===== config.mk =====
export PLATFORM = sky130hd
export DESIGN_NAME = lap_stopwatch
export DESIGN_NICKNAME = d
export VERILOG_FILES = /design/src/rtl/lap_stopwatch.sv
export SDC_FILE = /design/constraint.sdc
export NUM_CORES = 1
export LEC_CHECK = 0
export CORE_MARGIN = 3
export CORE_UTILIZATION = 62
export DETAILED_ROUTE_END_ITERATION = 6
export GPL_TIMING_DRIVEN = 0
export PLACE_DENSITY = 0.93
export SLEW_MARGIN = 20
export SYNTH_ARGS = -nofsm -noshare
export SYNTH_HDL_FRONTEND = slang
export SYNTH_SLANG_ARGS = --single-unit
export TNS_END_PERCENT = 1

===== constraint.sdc =====
create_clock -name clk -period 8.34 [get_ports clk]
set_clock_uncertainty 0.2 [all_clocks]
set_input_delay 1.668 -clock clk [delete_from_list [all_inputs] [get_ports clk]]
set_output_delay 1.668 -clock clk [all_outputs]
set_load 0.05 [all_outputs]

===== src/rtl/lap_stopwatch.sv =====
// BCD lap stopwatch: hh:mm:ss plus sub-second digits, up/down count,
// preset load, done flag, and a first-word-fall-through lap FIFO.
module lap_stopwatch #(
  parameter int TICK_DIV      = 100000,
  parameter int SUBSEC_DIGITS = 1,
  parameter int HOUR_MAX      = 23,
  parameter int LAP_DEPTH     = 4
) (
  input  logic                          clk,
  input  logic                          rst,
  input  logic                          start_stop,
  input  logic                          clear,
  input  logic                          load,
  input  logic [23:0]                   preset,
  input  logic                          mode,
  input  logic                          lap,
  input  logic                          lap_rd,
  output logic [3:0]                    hour2_q,
  output logic [3:0]                    hour1_q,
  output logic [3:0]                    min2_q,
  output logic [3:0]                    min1_q,
  output logic [3:0]                    sec2_q,
  output logic [3:0]                    sec1_q,
  output logic [4*SUBSEC_DIGITS-1:0]    sub_q,
  output logic [23+4*SUBSEC_DIGITS:0]   lap_data,
  output logic                          lap_empty,
  output logic                          lap_full,
  output logic                          lap_ovf,
  output logic                          running,
  output logic                          done
);

  localparam int SD = SUBSEC_DIGITS;
  localparam int ND = SD + 4;
  localparam int PW = $clog2(TICK_DIV);
  localparam int AW = $clog2(LAP_DEPTH);
  localparam int LW = 24 + 4 * SD;
  localparam logic [3:0] HMAX2 = 4'(HOUR_MAX / 10);
  localparam logic [3:0] HMAX1 = 4'(HOUR_MAX % 10);

  // dig_q[0] is the least significant sub-second digit; s1,s2,m1,m2 follow
  logic [3:0]    dig_q [ND];
  logic [3:0]    h2_q, h1_q;
  logic [PW-1:0] presc_q;
  logic          mode_q;

  logic [3:0] up_d [ND];
  logic [3:0] dn_d [ND];
  logic [3:0] ld_d [ND];
  logic [3:0] up_h2, up_h1, dn_h2, dn_h1, ld_h2, ld_h1;
  logic [3:0] h2c, h1c;
  logic       up_c, dn_b;
  logic       tick, zero_now, zero_dn;
  int         hv;

  logic [LW-1:0] mem [LAP_DEPTH];
  logic [AW:0]   wr_ptr, rd_ptr;
  logic [LW-1:0] cur_time;
  logic          push_ok, pop_ok;

  function automatic logic [3:0] dmax(int i);
    if (i < SD) return 4'd9;
    return ((i - SD) % 2 == 0) ? 4'd9 : 4'd5;
  endfunction

  assign tick = running && (presc_q == PW'(TICK_DIV - 1));

  always_comb begin
    up_c  = 1'b1;
    up_h2 = h2_q;
    up_h1 = h1_q;
    for (int i = 0; i < ND; i++) begin
      up_d[i] = dig_q[i];
      if (up_c) begin
        if (dig_q[i] == dmax(i)) begin
          up_d[i] = 4'd0;
        end else begin
          up_d[i] = dig_q[i] + 4'd1;
          up_c    = 1'b0;
        end
      end
    end
    if (up_c) begin
      if (h2_q == HMAX2 && h1_q == HMAX1) begin
        up_h2 = 4'd0;
        up_h1 = 4'd0;
      end else if (h1_q == 4'd9) begin
        up_h2 = h2_q + 4'd1;
        up_h1 = 4'd0;
      end else begin
        up_h1 = h1_q + 4'd1;
      end
    end
  end

  always_comb begin
    dn_b  = 1'b1;
    dn_h2 = h2_q;
    dn_h1 = h1_q;
    for (int i = 0; i < ND; i++) begin
      dn_d[i] = dig_q[i];
      if (dn_b) begin
        if (dig_q[i] == 4'd0) begin
          dn_d[i] = dmax(i);
        end else begin
          dn_d[i] = dig_q[i] - 4'd1;
          dn_b    = 1'b0;
        end
      end
    end
    if (dn_b) begin
      if (h2_q == 4'd0 && h1_q == 4'd0) begin
        dn_h2 = HMAX2;
        dn_h1 = HMAX1;
      end else if (h1_q == 4'd0) begin
        dn_h2 = h2_q - 4'd1;
        dn_h1 = 4'd9;
      end else begin
        dn_h1 = h1_q - 4'd1;
      end
    end
  end

  always_comb begin
    zero_now = (h2_q == 4'd0) && (h1_q == 4'd0);
    zero_dn  = (dn_h2 == 4'd0) && (dn_h1 == 4'd0);
    for (int i = 0; i < ND; i++) begin
      if (dig_q[i] != 4'd0) zero_now = 1'b0;
      if (dn_d[i] != 4'd0) zero_dn = 1'b0;
    end
  end

  // Preset clamp: each digit to its legal max, then hours to HOUR_MAX
  always_comb begin
    for (int i = 0; i < ND; i++) begin
      ld_d[i] = 4'd0;
    end
    for (int k = 0; k < 4; k++) begin
      ld_d[SD+k] = (preset[4*k +: 4] > dmax(SD + k)) ?
                   dmax(SD + k) : preset[4*k +: 4];
    end
    h2c = (preset[23:20] > 4'd9) ? 4'd9 : preset[23:20];
    h1c = (preset[19:16] > 4'd9) ? 4'd9 : preset[19:16];
    hv  = int'(h2c) * 10 + int'(h1c);
    if (hv > HOUR_MAX) begin
      ld_h2 = HMAX2;
      ld_h1 = HMAX1;
    end else begin
      ld_h2 = h2c;
      ld_h1 = h1c;
    end
  end

  always_ff @(posedge clk or posedge rst) begin
    if (rst) begin
      for (int i = 0; i < ND; i++) dig_q[i] <= 4'd0;
      h2_q    <= 4'd0;
      h1_q    <= 4'd0;
      presc_q <= '0;
      mode_q  <= 1'b0;
      running <= 1'b0;
      done    <= 1'b0;
    end else begin
      if (!running) mode_q <= mode;
      if (clear) begin
        for (int i = 0; i < ND; i++) dig_q[i] <= 4'd0;
        h2_q    <= 4'd0;
        h1_q    <= 4'd0;
        presc_q <= '0;
        running <= 1'b0;
        done    <= 1'b0;
      end else if (load && !running) begin
        for (int i = 0; i < ND; i++) dig_q[i] <= ld_d[i];
        h2_q    <= ld_h2;
        h1_q    <= ld_h1;
        presc_q <= '0;
        done    <= 1'b0;
      end else if (start_stop) begin
        if (running) begin
          running <= 1'b0;
        end else if (!(mode && zero_now)) begin
          running <= 1'b1;
          done    <= 1'b0;
        end
      end else if (tick) begin
        presc_q <= '0;
        if (!mode_q) begin
          for (int i = 0; i < ND; i++) dig_q[i] <= up_d[i];
          h2_q <= up_h2;
          h1_q <= up_h1;
        end else if (zero_now) begin
          running <= 1'b0;
          done    <= 1'b1;
        end else begin
          for (int i = 0; i < ND; i++) dig_q[i] <= dn_d[i];
          h2_q <= dn_h2;
          h1_q <= dn_h1;
          if (zero_dn) begin
            running <= 1'b0;
            done    <= 1'b1;
          end
        end
      end else if (running) begin
        presc_q <= presc_q + PW'(1);
      end
    end
  end

  assign hour2_q = h2_q;
  assign hour1_q = h1_q;
  assign min2_q  = dig_q[SD+3];
  assign min1_q  = dig_q[SD+2];
  assign sec2_q  = dig_q[SD+1];
  assign sec1_q  = dig_q[SD];

  for (genvar g = 0; g < SD; g++) begin : g_sub
    assign sub_q[4*g +: 4] = dig_q[g];
  end

  assign cur_time  = {h2_q, h1_q, min2_q, min1_q, sec2_q, sec1_q, sub_q};
  assign lap_empty = (wr_ptr == rd_ptr);
  assign lap_full  = (wr_ptr[AW] != rd_ptr[AW]) &&
                     (wr_ptr[AW-1:0] == rd_ptr[AW-1:0]);
  // A pop paired with a push frees the slot the push needs
  assign push_ok   = lap && (!lap_full || lap_rd);
  assign pop_ok    = lap_rd && !lap_empty;
  assign lap_data  = mem[rd_ptr[AW-1:0]];

  always_ff @(posedge clk or posedge rst) begin
    if (rst) begin
      wr_ptr  <= '0;
      rd_ptr  <= '0;
      lap_ovf <= 1'b0;
    end else if (clear) begin
      wr_ptr  <= '0;
      rd_ptr  <= '0;
      lap_ovf <= 1'b0;
    end else begin
      if (push_ok) wr_ptr <= wr_ptr + (AW+1)'(1);
      if (pop_ok) rd_ptr <= rd_ptr + (AW+1)'(1);
      if (lap && lap_full && !lap_rd) lap_ovf <= 1'b1;
    end
  end

  always_ff @(posedge clk) begin
    if (!clear && push_ok) mem[wr_ptr[AW-1:0]] <= cur_time;
  end

endmodule


# --- Yosys cells after proc, flatten, opt, wreduce, memory -nomap -nowiden ---
# Memories as Yosys holds them, arrays and structs flattened.
# Index checks and enable logic that the tools add are counted.
word_totals:
  register_bits: 55
  latch_bits: 0
  ramBits: 112
  rom_bits: 0
  inputBits: 32
  output_inout_bits: 61
  elab_cells: 239
  n_memories: 1
op_classes:
  add_sub_neg: 18
  multipliers: 1
  div: 0
  magnitude_cmp: 7
  eq_ne: 17
  n_shift: 0
  muxes: 117
  n_bitwise: 0
  n_reduce_logical: 64
memory_table:
  columns: ["memory", "depth", "word_bits", "read_ports", "rd_clocked_by_memory_dff", "wr", "line_no", "rtl"]
  rows:
  - ["mem", 4, 28, 1, 0, 1, "56", "logic [LW-1:0] mem [LAP_DEPTH];"]
op_table:
  columns: ["cell", "n"]
  rows:
  - ["$mux 4", 51]
  - ["$mux 20", 6]
  - ["$mux 17", 5]
  - ["$reduce_bool 4->1", 19]
  - ["$mux 1", 51]
  - ["$logic_not 4->1", 9]
  - ["$add 4x1->4 const B", 7]
  - ["$sub 4x1->4 const B", 7]
  - ["$reduce_and 4->1", 6]
  - ["$add 17x1->17 const B", 1]
  - ["$eq 17x17->1 const B", 1]
  - ["$eq 4x4->1 const B", 4]
  - ["$gt 4x4->1 const B", 4]
  - ["$logic_and 1x1->1", 12]
  - ["$mux 3", 4]
  - ["$reduce_and 5->1", 2]
  - ["$reduce_bool 5->1", 2]
  - ["$add 8x4->9", 1]
  - ["$gt 9x5->1 const B", 1]
  - ["$reduce_bool 3->1", 3]
  - ["$eq 4x2->1 const B", 2]
  - ["$eq 4x3->1 const B", 2]
  - ["$gt 4x3->1 const B", 2]
  - ["$ne 4x3->1 const B", 2]
  - ["other kinds (13)", 20]

# --- Logic depth before layout (Yosys ltp) ---
# Gate-level depths: netlist (run 1).
logic_depth:
  depth_word: 21
  mapped_depth: 15
  mapped_depth_nobuf: 15

# --- Least setup slack after synthesis (run 1) ---
# Ideal clock, no wire load.
synth_timing:
  path_type: "input to register"
  startpoint: "input port clear"
  endpoint: "memory mem[3][0] (netlist name), enable pin"
  setup_ps: 448
  arrival_ps: 3979
  required_ps: 7692
  slack_ps: 3713
  path_stages: 3
  path_buffers: 2
  path_cell_list: "buf_6 > clkbuf_1 > nor3_1"
synth_between:
  elab_chain_cells: 4
synth_rtl:
  columns: ["element", "line_no", "rtl"]
  rows:
  - ["start, declared", "12", "input logic clear,"]
  - ["$logic_not 1->1", "246", "if (!clear && push_ok) mem[wr_ptr[AW-1:0]] <= cur_time;"]
  - ["$logic_and 1x1->1", "246", null]
  - ["$mux 1", "246", null]
  - ["$mux 1 (not written as such)", "246", null]
  - ["end, declared", "56", null]
# Every way passes these cells.

# --- Worst setup path in the final report (run 1) ---
layout_timing:
  startpoint: "register rd_ptr[0]"
  endpoint: "output port lap_data[15]"
layout_between:
  elab_chain_cells: 1
layout_rtl:
  columns: ["element", "line_no", "rtl"]
  rows:
  - ["start, declared", "57", "logic [AW:0] wr_ptr, rd_ptr;"]
  - ["start signal, assigned", "240", "if (pop_ok) rd_ptr <= rd_ptr + (AW+1)'(1);"]
  - ["$mem_v2 4x28", null, null]
  - ["end, declared", "25", "output logic [23+4*SUBSEC_DIGITS:0] lap_data,"]
# Every way passes these cells.

==> results of run 1 <==
-- per-layer routing --
metal,share of wire [%],vias up
met5,0,-
met4,3.5,0
met3,10,90
met2,49,505
met1,37,3376
li1,-,3090
-- power groups by stage --
stage          logic, W  clock network [W]  registers (W)
3_5_place_dp   0.000889                  0        0.00104
3_3_place_gp   0.000866                  0        0.00103
4_1_cts        0.000907           0.000824        0.00103
6_report       0.000918           0.000822        0.00103
5_1_grt        0.000970           0.000852        0.00104
2_1_floorplan  0.000582                  0        0.00108
-- state kept, by name (all words and copies together), names as in the netlist --
| name | count |
|---|---|
| done | 1 |
| hour1_q | 4 |
| hour2_q | 4 |
| lap_ovf | 1 |
| mem | 112 |
| min1_q | 4 |
| min2_q | 4 |
| mode_q | 1 |
| presc_q | 17 |
| rd_ptr | 3 |
| running | 1 |
| sec1_q | 4 |
| sec2_q | 4 |
| sub_q | 4 |
| wr_ptr | 3 |
-- cell families (layout without fill, tap and decap cells) --
logic type | after synthesis | in the layout
AOI/OAI and AO/OA | 151 | 151
xor gates and xnor gates | 30 | 30
adders and majority gates | 34 | 34
buffers and inverters | 72 | 199
DFF | 167 | 167
muxes | 45 | 45
other | 2 | 2
and+or+nand+nor | 268 | 268
-- stage by stage --
| step | cells | utilization [%] | hold slack, ps | area [um^2] | total power [W] |
|---|---|---|---|---|---|
| 3_5_place_dp | 1044 | 72.75 | 294.8 | 10250 | 0.001930 |
| 3_3_place_gp | 1041 | 72.48 | 283.4 | 10220 | 0.001901 |
| 5_1_grt | 1076 | 77.13 | 341.1 | 10870 | 0.002859 |
| 2_1_floorplan | 769 | - | 282.7 | 9071 | 0.001664 |
| 4_1_cts | 1076 | 77.13 | 308.7 | 10870 | 0.002757 |
| 6_report | 1076 | 77.13 | 301.4 | 10870 | 0.002771 |
-- placed cells by master, fill, tap and decap left out, types with 5 or more instances in the layout --
| master | instances |
|---|---|
| ha_1 | 32 |
| nor4_1 | 6 |
| nor3_1 | 15 |
| nand4_1 | 8 |
| clkbuf_16 | 17 |
| o21ai_0 | 36 |
| mux2i_1 | 9 |
| dfrtp_1 | 55 |
| nand2_1 | 65 |
| o22ai_1 | 6 |
| and3_1 | 7 |
| clkdlybuf4s50_1 | 92 |
| buf_2 | 9 |
| o31ai_1 | 8 |
| nand3_1 | 27 |
| edfxtp_1 | 112 |
| nor3b_1 | 5 |
| inv_1 | 30 |
| nor2b_1 | 10 |
| mux4_2 | 29 |
| a21oi_1 | 32 |
| a31oi_1 | 7 |
| o41ai_1 | 5 |
| nor2_1 | 72 |
| xnor2_1 | 10 |
| o211ai_1 | 6 |
| buf_6 | 7 |
| clkbuf_1 | 18 |
| nand3b_1 | 6 |
| xor2_1 | 20 |
| nand2b_1 | 8 |
| buf_4 | 7 |
| a22o_1 | 5 |
-- worst max-delay path: cells and delay by family, from the launching register on --
| family | cells | cell delay (ps) |
|---|---|---|
| buffers and inverters | 3 | 1800 |
| muxes | 1 | 640 |
| DFF | 1 | 440 |
-- worst max-delay path by stage --
stage / start / endpoint / cells after the start
after global routing: rd_ptr[0] / lap_data[15] / 4
after detailed placement: preset[23] / hour1_q[3] / 16
final: rd_ptr[0] / lap_data[15] / 4
after global placement: clear / mem[3][3] / 4
after CTS: rd_ptr[0] / lap_data[15] / 4
after floorplan: clear / mem[3][0] / 3
-- cell type report --
type / instances / area (um^2)
buffer: 41 / 229.0
fill: 863 / 3224
timing repair buffer: 95 / 947.2
clock buffer: 17 / 425.4
tap: 180 / 225.2
inverter: 31 / 118.9
sequential: 167 / 4740
multi-input combinational: 530 / 3995
clock inverter: 15 / 191.4
==> flow_summary.json, run 1 <==
{
  "rsz0062_at_grt": "false",
  "period_minus_slack_ps": 5203,
  "ys_warn_count": 0,
  "hold_end": "lap_ovf",
  "fp.dieW_um": 127.0,
  "cts_tree": "built",
  "use_met3_pct": 6.400,
  "port_buffers": 92,
  "grt_max_degree": 56,
  "grt_util_met2_pct": 51.00,
  "yosysMostFrequentCell": "edfxtp_1",
  "n_antenna_cell": 0,
  "cts-root-buf": "clkbuf_16",
  "synth-seq-cells": 167,
  "hold_viol": 0,
  "die_h_um": 127.0,
  "initial_core_util_pct": 64.35,
  "place_congestion": 0.9306,
  "numCtsBuffers": 17,
  "crit_fanout": 10,
  "syn_inst": 769,
  "io_pins": 93,
  "htree_levels": 4,
  "slew_violations": 0,
  "synth_edf_count": 112,
  "period_share_pct": 62.38,
  "antenna_found_initial": 0,
  "critPathLaunchType": "flop",
  "ant_nets": 0,
  "path_class": "reg -> out",
  "core_area_um2": 14100,
  "synth_compound_area_share_pct": 11.30,
  "dr_total_vias": 7061,
  "leakagePower_nw": 4.060,
  "internal_power_w": 0.001768,
  "outcome": "complete, no violations",
  "max_freq_mhz": 192.2,
  "grt_usage_pct": 30.43,
  "pre_cts_ws_ps": 2929,
  "setup_viol": 0,
  "syn-num-nets": 835,
  "grt_use_met1_pct": 38.82,
  "setup_slack_ps": 3137,
  "setup.worst_path.end_class": "output pin",
  "slew_headroom_pct": 42.82,
  "overflow": 0,
  "clkSinkCount": 167,
  "postCtsSetupBuffers": 0,
  "clock_path_buffers": 2,
  "die_area_um2": 16120,
  "synth-simple-area-share_pct": 15.63,
  "pwr-share-clk_pct": 29.7,
  "reg2reg_from": "sec2_q[0]",
  "cp.arrival_ps": 3330,
  "clock_latency_ps": 440,
  "max_stage_delay_ps": 720,
  "first_iter_violations": 1039,
  "fp-row-count": 43,
  "drive_gt1_share_pct": 13.73,
  "cp.required_ps": 6470,
  "cpMaxStageDelayCell": "clkdlybuf4s50_1",
  "r2r_end": "running",
  "p_per_area_nw_per_um2": 254.8,
  "wirelength_um": 24130,
  "ys_seq_area_share_pct": 52.25,
  "viasPerCell": 6.562,
  "synthMuxAreaShare_pct": 9.186,
  "synthFlopType": "edfxtp_1",
  "combPwrFrac_pct": 33.1,
  "crit_chain": "buf_2 > buf_1 > mux4_2 > clkdlybuf4s50_1",
  "area_delta_synth_final_pct": 19.85,
  "post-dp-hpwl_um": 15830,
  "r2r_cells": 11,
  "synth_top_family_by_area": "simple AND/OR/NAND/NOR gates",
  "worst_slew_pin_slew_ps": 857.7,
  "irDropWorstVdd_mv": 0.1419,
  "min_path_type": "reg -> reg",
  "fin_setup_tns_ps": 0,
  "post-synth-top-area-fraction_pct": 37.08,
  "async_reset_ff_share_pct": 32.93,
  "p_sw_w": 0.001003,
  "busiest_layer": "met2",
  "hold_start": "lap_ovf",
  "synthAdderAreaFrac_pct": 4.855,
  "drc": 0,
  "hold-path-cell-count": 2,
  "synth_xor_area_share_pct": 2.897,
  "layout.nets": 949,
  "synth_area_per_cell_um2": 11.80,
  "synth.distinct_cells": 89,
  "maxCapViolations": 0,
  "synth_top_area_cell": "edfxtp_1",
  "grt_pass1_wl_um": 37630,
  "switching_share_pct": 36.21,
  "cts_resized": 0,
  "synth_area_leaders": "edfxtp_1 (37%), dfrtp_1 (15%), mux4_2 (7.2%)",
  "first_global_vias": 6967,
  "path_clk_slew_ps": 70,
  "holdBufCountCts": 0,
  "yosys-top-cells-count": "edfxtp_1 (112), nor2_1 (72), nand2_1 (65)",
  "r2r_setup_slack_ps": 4890,
  "wire_per_inst_um": 22.42,
  "syn_area_um2": 9071,
  "p_seq_share_pct": 37.2,
  "drt_first_pass_iters": 7
}
Power figures use the tool's default switching activity.
==> run 2: changes to the inputs <==
--- a/config.mk
+++ b/config.mk
@@ -6,10 +6,10 @@
 export NUM_CORES = 1
 export LEC_CHECK = 0
 export CORE_MARGIN = 3
-export CORE_UTILIZATION = 62
+export CORE_UTILIZATION = 52
 export DETAILED_ROUTE_END_ITERATION = 6
 export GPL_TIMING_DRIVEN = 0
-export PLACE_DENSITY = 0.93
+export PLACE_DENSITY = 0.84
 export SLEW_MARGIN = 20
 export SYNTH_ARGS = -nofsm -noshare
 export SYNTH_HDL_FRONTEND = slang
==> constraint.sdc (replaced) <==
create_clock -name clk -period 4.3 [get_ports clk]
set_clock_uncertainty 0.2 [all_clocks]
set_input_delay 0.86 -clock clk [delete_from_list [all_inputs] [get_ports clk]]
set_output_delay 0.86 -clock clk [all_outputs]
set_load 0.05 [all_outputs]
==> flow_summary.json, run 2 (synthesis gave the netlist of run 1 again) <==
{
  "fin_cells": 1115,
  "post-dp-hpwl_um": 15220,
  "hold_start": "lap_ovf",
  "worst_slew_pin_slew_ps": 888.7,
  "die_area_um2": 19070,
  "cp.arrival_ps": 4240,
  "drt_first_pass_iters": 7,
  "placed_cell_area_um2": 10300,
  "first_iter_violations": 615,
  "reg2reg_from": "sec2_q[0]",
  "wirelength_um": 22010,
  "placed_cells": 1084,
  "port_buffers": 92,
  "setup_viol": 0,
  "n_antenna_cell": 0,
  "crit_fanout": 7,
  "pre_cts_ws_ps": -289.1,
  "fp-row-count": 47,
  "grt_pass1_wl_um": 34900,
  "grt_max_degree": 56,
  "viasPerCell": 5.992,
  "min_path_type": "reg -> reg",
  "drive_gt1_share_pct": 14.08,
  "crit_family": "compound AO/OA/AOI/OAI gates",
  "path_clk_slew_ps": 70,
  "startpoint": "preset[23]",
  "ant_nets": 0,
  "maxCapViolations": 0,
  "period_share_pct": 95.80,
  "p_per_area_nw_per_um2": 479.7,
  "max_stage_delay_ps": 530,
  "antenna_found_initial": 0,
  "grt_usage_pct": 22.99,
  "layout_commonest_cell": "edfxtp_1",
  "first_global_vias": 6436,
  "cpMaxStageDelayCell": "clkdlybuf4s50_1",
  "core_area_um2": 16820,
  "critPathLaunchType": "primary input",
  "rsz0062_at_grt": "false",
  "place_congestion": 0.9398,
  "wire_per_inst_um": 19.74,
  "final_cell_mix": "edfxtp_1 (112), clkdlybuf4s50_1 (92), nor2_1 (72)",
  "drc": 0,
  "path_buf_inv": 3,
  "slew_violations": 0,
  "path_class": "in -> reg",
  "dr_total_vias": 6681,
  "hold_viol": 0,
  "crit_chain": "clkdlybuf4s50_1 > o21ai_0 > nor2b_1 > inv_1 > ha_1 > ha_1 > inv_1 > fa_1 > a21o_1 > a22oi_1 > o211ai_1 > a221o_1 > o21bai_2 > o32ai_2 > a31oi_1 > o31ai_1",
  "setup_slack_ps": 180.8,
  "cts-root-buf": "clkbuf_16",
  "clock_path_buffers": 2,
  "initial_core_util_pct": 53.94,
  "cts_tree": "built",
  "numCtsBuffers": 17,
  "area_delta_synth_final_pct": 20.08,
  "layout.nets": 948,
  "die_h_um": 138.1,
  "period_minus_slack_ps": 4119,
  "clkSinkCount": 167,
  "slew_headroom_pct": 40.54,
  "outcome": "complete, no violations",
  "irDropWorstVdd_mv": 0.3380,
  "fp.dieW_um": 138.1,
  "leakagePower_nw": 4.045,
  "io_pins": 93,
  "clock_latency_ps": 420,
  "htree_levels": 4,
  "overflow": 0,
  "largest_reg_flops": 112,
  "max_freq_mhz": 242.8,
  "design_area_um2": 10890,
  "cp.required_ps": 4430,
  "setup.worst_path.end_class": "flop"
}
-- run 2: worst register-to-register path, stage by stage (launching register included) --
cell     delay, ps
dfrtp_1        570
inv_1          240
ha_1           300
nor3b_2        370
nand3_1        190
buf_2          250
nor3_2         210
a31oi_1        130
nor4_1         390
nand4_1        170
a21oi_1        250
o21ai_1        100
-- run 2: where the power goes --
| part | internal (W) | leakage, nW | total, W | switching (W) |
|---|---|---|---|---|
| Clock | 0.000824 | 0.283 | 0.00149 | 0.000671 |
| Combinational | 0.000661 | 1.98 | 0.00174 | 0.00108 |
| Sequential | 0.00184 | 1.78 | 0.00199 | 0.000154 |
-- run 2: repair_timing --
| action | 4_1_cts | 5_1_grt |
|---|---|---|
| setup buffers | 0 | 0 |
| hold buffers | 0 | 0 |
| setup endpoints to repair | 10 | 11 |
| resized for setup | 0 | 4 |
-- run 2: stage by stage --
stage	utilization [%]	setup TNS [ps]	hold WS, ps	power [W]
CTS	64.69	0	310.7	0.005236
global route	64.77	0	356.2	0.005443
detailed placement	61.25	-766.8	295.6	0.003743
global placement	61.05	-40660	278.4	0.003701
floorplan	-	0	282.7	0.003228
finish	64.77	0	302.0	0.005225
-- run 2: path summary, 6_finish.rpt --
kind,to,slack [ps],cells past startpoint
worst min-delay path,lap_ovf,300,2
max in group asynchronous,sub_q[3],2680,2
worst max-delay path,hour1_q[3],180,16
min in group asynchronous,wr_ptr[2],720,2
worst min register to register,lap_ovf,300,2
worst max register to register,running,820,11
-- run 2: metal layers --
layer  routed length (um)  track usage [%]  up-vias
met2                10570            36.46      289
li1                     -                -     3094
met1                 9355            31.58     3240
met3                 1429            3.971       58
met4                  655            9.880        0
met5                    0                0        -
-- run 2: area by class of cell --
cell class	count	area, um^2
plain buffers	40	226.5
clock buffers	17	425.4
clock inverters	15	157.7
fillers	1295	5926
inverters	31	118.9
multi-input cells	530	4006
flip-flops and latches	167	4740
well taps	220	275.3
repair buffers	95	943.4
